## config.mk

```make
export PLATFORM = sky130hd
export DESIGN_NAME = hazard_ctrl
export DESIGN_NICKNAME = d
export VERILOG_FILES = /design/src/rtl/hazard_ctrl.sv
export SDC_FILE = /design/constraint.sdc
export NUM_CORES = 1
export LEC_CHECK = 0
export ABC_AREA = 0
export CELL_PAD_IN_SITES_DETAIL_PLACEMENT = 1
export CELL_PAD_IN_SITES_GLOBAL_PLACEMENT = 1
export CORE_ASPECT_RATIO = 0.9
export CORE_MARGIN = 4
export CORE_UTILIZATION = 27
export DETAILED_ROUTE_END_ITERATION = 12
export GPL_TIMING_DRIVEN = 0
export PLACE_DENSITY_LB_ADDON = 0.1
export REMOVE_ABC_BUFFERS = 1
export SLEW_MARGIN = 20
export SYNTH_ARGS = -nofsm -noshare
export SYNTH_HDL_FRONTEND = slang
export SYNTH_SLANG_ARGS = --single-unit
```

## constraint.sdc

```tcl
create_clock -name clk -period 4 [get_ports clk]
set_input_delay 0.8 -clock clk [delete_from_list [all_inputs] [get_ports clk]]
set_output_delay 0.8 -clock clk [all_outputs]
set_load 0.005 [all_outputs]
```

## src/rtl/hazard_ctrl.sv

```systemverilog
// hazard_ctrl: pipeline stall/flush generation with post-reset hold, memory-wait freeze and watchdog; define HAZARD_PERF_EN to build the perf counters
module hazard_ctrl #(
  parameter int HOLD_CYCLES = 2,
  parameter int MAX_WAIT    = 64
) (
  input  logic        clk,
  input  logic        rst,
  input  logic        idex_memrd,
  input  logic [4:0]  idex_rt,
  input  logic [4:0]  ifid_rs,
  input  logic [4:0]  ifid_rt,
  input  logic        ifid_use_rt,
  input  logic        ex_branch_taken,
  input  logic        id_jump,
  input  logic        mem_busy,
  output logic        pc_wr_en,
  output logic        ifid_wr_en,
  output logic        ifid_flush,
  output logic        idex_flush,
  output logic        exmem_wr_en,
  output logic        mem_timeout,
  output logic [31:0] stall_cnt,
  output logic [31:0] flush_cnt
);
  typedef enum logic [1:0] {HOLD, RUN, FREEZE} state_t;
  state_t     state_q;
  logic [3:0] hold_q;
  logic [7:0] wait_q;
  logic       timeout_q;
  logic       hold, busy, load_use, br, lu, jp;
  assign hold        = state_q == HOLD;
  assign busy        = mem_busy & ~timeout_q;
  assign load_use    = idex_memrd && idex_rt != 5'd0 &&
                       (idex_rt == ifid_rs || (ifid_use_rt && idex_rt == ifid_rt));
  assign br          = ~hold & ~busy & ex_branch_taken;
  assign lu          = ~hold & ~busy & ~ex_branch_taken & load_use;
  assign jp          = ~hold & ~busy & ~ex_branch_taken & ~load_use & id_jump;
  assign pc_wr_en    = ~hold & ~busy & ~lu;
  assign ifid_wr_en  = pc_wr_en;
  assign ifid_flush  = hold | br | jp;
  assign idex_flush  = hold | br | lu;
  assign exmem_wr_en = hold | ~busy;
  assign mem_timeout = timeout_q;
  // sequencer: hold after reset, freeze while memory is busy, trip the watchdog on overlong waits
  always_ff @(posedge clk or negedge rst)
    if (!rst) begin
      state_q   <= HOLD;
      hold_q    <= 4'd0;
      wait_q    <= 8'd0;
      timeout_q <= 1'b0;
    end else begin
      case (state_q)
        HOLD:
          if (hold_q == 4'(HOLD_CYCLES - 1)) state_q <= RUN;
          else hold_q <= hold_q + 4'd1;
        RUN:
          if (busy) begin
            state_q <= FREEZE;
            wait_q  <= 8'd0;
          end
        FREEZE:
          if (!busy) state_q <= RUN;
          else if (wait_q == 8'(MAX_WAIT - 2)) begin
            timeout_q <= 1'b1;
            state_q   <= RUN;
          end else wait_q <= wait_q + 8'd1;
        default: state_q <= HOLD;
      endcase
    end
`ifdef HAZARD_PERF_EN
  logic [31:0] stall_q, flush_q;
  // saturating counts of load-use stall cycles and branch/jump flush cycles
  always_ff @(posedge clk or negedge rst)
    if (!rst) begin
      stall_q <= 32'd0;
      flush_q <= 32'd0;
    end else begin
      if (lu && ~&stall_q) stall_q <= stall_q + 32'd1;
      if ((br | jp) && ~&flush_q) flush_q <= flush_q + 32'd1;
    end
  assign stall_cnt = stall_q;
  assign flush_cnt = flush_q;
`else
  assign stall_cnt = 32'h0;
  assign flush_cnt = 32'h0;
`endif
endmodule

```

==> impl_metrics.csv <==
group,metric,value,unit
global_routing,antenna_found_initial,0,
synth,synth_edf_count,0,
sta,rsz0062_at_grt,"false",
power,p_leak,0.7455,nW
hold_path,hp-start,"hold_q[3]",
worst_setup_path,startpoint,"idex_rt[1]",
sta,fmax,0.2756,GHz
sta,timing.final.max_slew_violations,0,
synth,synth.area.mux_share,0,
clock_tree,cts_sinks,15,
layout,most-common-layout-cells,"64 x conb_1, 27 x clkdlybuf4s50_1, 15 x dfrtp_1",
synth,ys.flop_type,"dfrtp_1",
power,p_per_area,402.4,nW/um^2
floorplan,initial_utilization,0.2884,
clock_tree,cts_setup_buffers,0,
layout,nets,221,
synth,yosysUniqueCellTypes,35,
worst_setup_path,slowest_delay,0.56,ns
placed_design,dpl.cell_count,255,
sta,finClkSkew,0.006984,ns
status,outcome,"finished clean",
placed_design,io_buffer_count,27,
clock_tree,clockBufferDepth,2,
layout,layout_commonest_cell,"conb_1",
synth,synth_compound_area_frac,0.1081,
sta,slew_headroom,0.5345,
clock_tree,clk_pin_slew,0.07,ns
sta,setup_tns,0,ns
clock_tree,post_cts_resized,0,
floorplan,num_rows,24,
sta,setup_viol,0,
layout,stdcell_count,259,
layout,drive_above_1_share,0.04124,
synth,postSynthRegisterBits,15,
run,maxCapViolations,0,
layout,diodes,0,
synth,synth_cells,166,
layout,fillers,619,
sta,period_share,0.9072,
global_routing,grt_pass1_vias,1044,
synth,yosys.area_share.simple,0.1384,
drt,post_drt_wl_per_cell,11.73,um
drt,first_pass_iters,2,
synth,synth-seq-area-share,0.2595,
clock_tree,cts_hold_buffers,0,
drt,routed_wl,3037,um
placed_design,post-place-ws,0.3558,ns
layout,seqCellArea,375.4,um^2
synth,synthAdderAreaFrac,0.03460,
worst_setup_path,cp.required,3.20,ns
global_routing,grt_use_met3,0.02966,
sta,min_period,3.629,ns
sta,setup_slack,0.3714,ns
drt,ant_nets,0,
drt,vias_per_cell,3.934,
layout,multi_input_area,795.8,um^2
worst_setup_path,path_max_fanout,3,
sta,worstMarginPinSlew,0.6961,ns
worst_setup_path,cp_top_family,"buffers and inverters",
global_routing,grt_pass1_wl,4899,um
clock_tree,htreeDepth,1,
layout,area_growth,9.775,%
worst_setup_path,crit_top_cell,"clkdlybuf4s50_1",
clock_tree,tritoncts,"built",
floorplan,die_x,85.15,um
global_routing,grt_usage,0.08975,
worst_setup_path,worst-path-buf-inv,2,
worst_setup_path,start_kind,"input pin",
worst_setup_path,cp-end-kind,"primary output",
worst_setup_path,slowest_stage,"or4_4",
global_routing,use_met2,0.1553,
floorplan,die_h,77.44,um
drt,drt_iter0_drc,58,
layout,fin_area,1588,um^2
synth,syn-cell-area,1446,um^2
synth,synth_top_family_by_area,"buffers and inverters",
synth,synth_area_per_cell,8.713,um^2
power,irDropWorstVdd,125.9,uV
drt,drc_errors,0,
drt,via_count,1019,
worst_setup_path,r2r-start,"wait_q[0]",
placed_design,dpl.hpwl,2611,um
global_routing,grt_use_met1,0.1083,
placed_design,placed_cell_area,1541,um^2
synth,yosys_warnings,0,
placed_design,gp_congestion,0.8000,
clock_tree,clock_latency,0.25,ns
floorplan,die_area,6594,um^2
global_routing,grt_max_degree,16,
clock_tree,root_buffer,"clkbuf_8",
clock_tree,cts_buffers,3,
global_routing,gr-total-overflow,0,
global_routing,busiest_layer,"met2",
sta,hold_violations,0,
floorplan,core_area,5015,um^2
worst_setup_path,path_class,"in2out",
worst_setup_path,critPathArrivalTime,2.83,ns
worst_setup_path,worstPathCellList,"clkdlybuf4s50_1 -> or4_4 -> o21ai_2 -> nor2_1 -> a221o_1 -> clkdlybuf4s50_1",
hold_path,hold_path.class,"reg2reg",
synth,synthArstFlopShare,1.000,
synth,synth_xor_area_frac,0.1029,
floorplan,num_io_pins,92,
layout make-up:
| type | instances | share of cell area |
|---|---|---|
| Multi-Input combinational cell | 143 | 0.5012 |
| Sequential cell | 15 | 0.2364 |
| Clock buffer | 3 | 0.02600 |
| Inverter | 5 | 0.01182 |
| Tap cell | 65 | 0.05122 |
| Timing Repair Buffer | 27 | 0.1702 |
| Clock inverter | 1 | 0.003152 |
per-layer routing:
layer / part of all wire / vias up / wire, um
met2: 0.46 / 67 / 1399
met4: 0.0026 / 0 / 8
met5: 0 / - / 0
li1: - / 489 / -
met3: 0.11 / 2 / 322
met1: 0.43 / 461 / 1306
cell usage after synthesis (all sizes together) (2+ instances only):
master | n | area [um^2]
buf | 66 | 493.0
o31ai | 2 | 15.01
o211ai | 2 | 15.01
o21ai | 7 | 42.54
a21oi | 3 | 15.01
nand2 | 4 | 15.01
nand3 | 3 | 15.01
dfrtp | 15 | 375.4
nor3 | 2 | 10.01
nor2 | 12 | 45.04
ha | 4 | 50.05
xor2 | 5 | 43.79
o2111ai | 3 | 26.28
nand4 | 5 | 31.28
xnor2 | 12 | 105.1
inv | 5 | 18.77
path summary, 6_finish.rpt:
kind / end / slack [ns] / depth (start not counted)
max in group asynchronous: hold_q[2] / 2.58 / 1
min in group asynchronous: wait_q[3] / 0.97 / 1
setup / recovery: idex_flush / 0.37 / 6
hold / removal: hold_q[3] / 0.47 / 1
setup reg to reg: wait_q[4] / 2.19 / 6
hold reg to reg: hold_q[3] / 0.47 / 1
worst reg2reg max path: cells and delay by family, from the launching register on:
kind / cells / cell delay, ns
buf+inv: 1 / 0.07
compound gates: 2 / 0.28
fa+ha+maj: 1 / 0.20
flops: 1 / 0.41
simple gates: 2 / 0.78
registers in the layout (all words and copies together) (netlist names):
| register | cells |
|---|---|
| hold_q | 4 |
| state_q | 2 |
| mem_timeout | 1 |
| wait_q | 8 |
power by group:
part	total [mW]	switching (mW)	internal, mW
combinational	0.270	0.139	0.131
clock	0.122	0.0536	0.0689
sequential	0.246	0.0516	0.195
total	0.639	0.244	0.395
per-stage QoR:
step                      hold WS [ns]  utilization  power (mW)
after floorplan                 0.4462            -      0.4031
after global placement          0.4621       0.3074      0.5062
after detailed placement        0.4667       0.3074      0.5245
after CTS                       0.4769       0.3166      0.6487
after global routing            0.5017       0.3166      0.7040
final                           0.4689       0.3166      0.6390
cell families (layout without fill, tap and decap cells):
family,after synthesis,count (layout)
compound gates,22,22
xor+xnor,17,17
fa+ha+maj,4,4
buf+inv,71,36
flops,15,15
other cells,1,64
simple gates,36,36
Power figures use the tool's default switching activity.
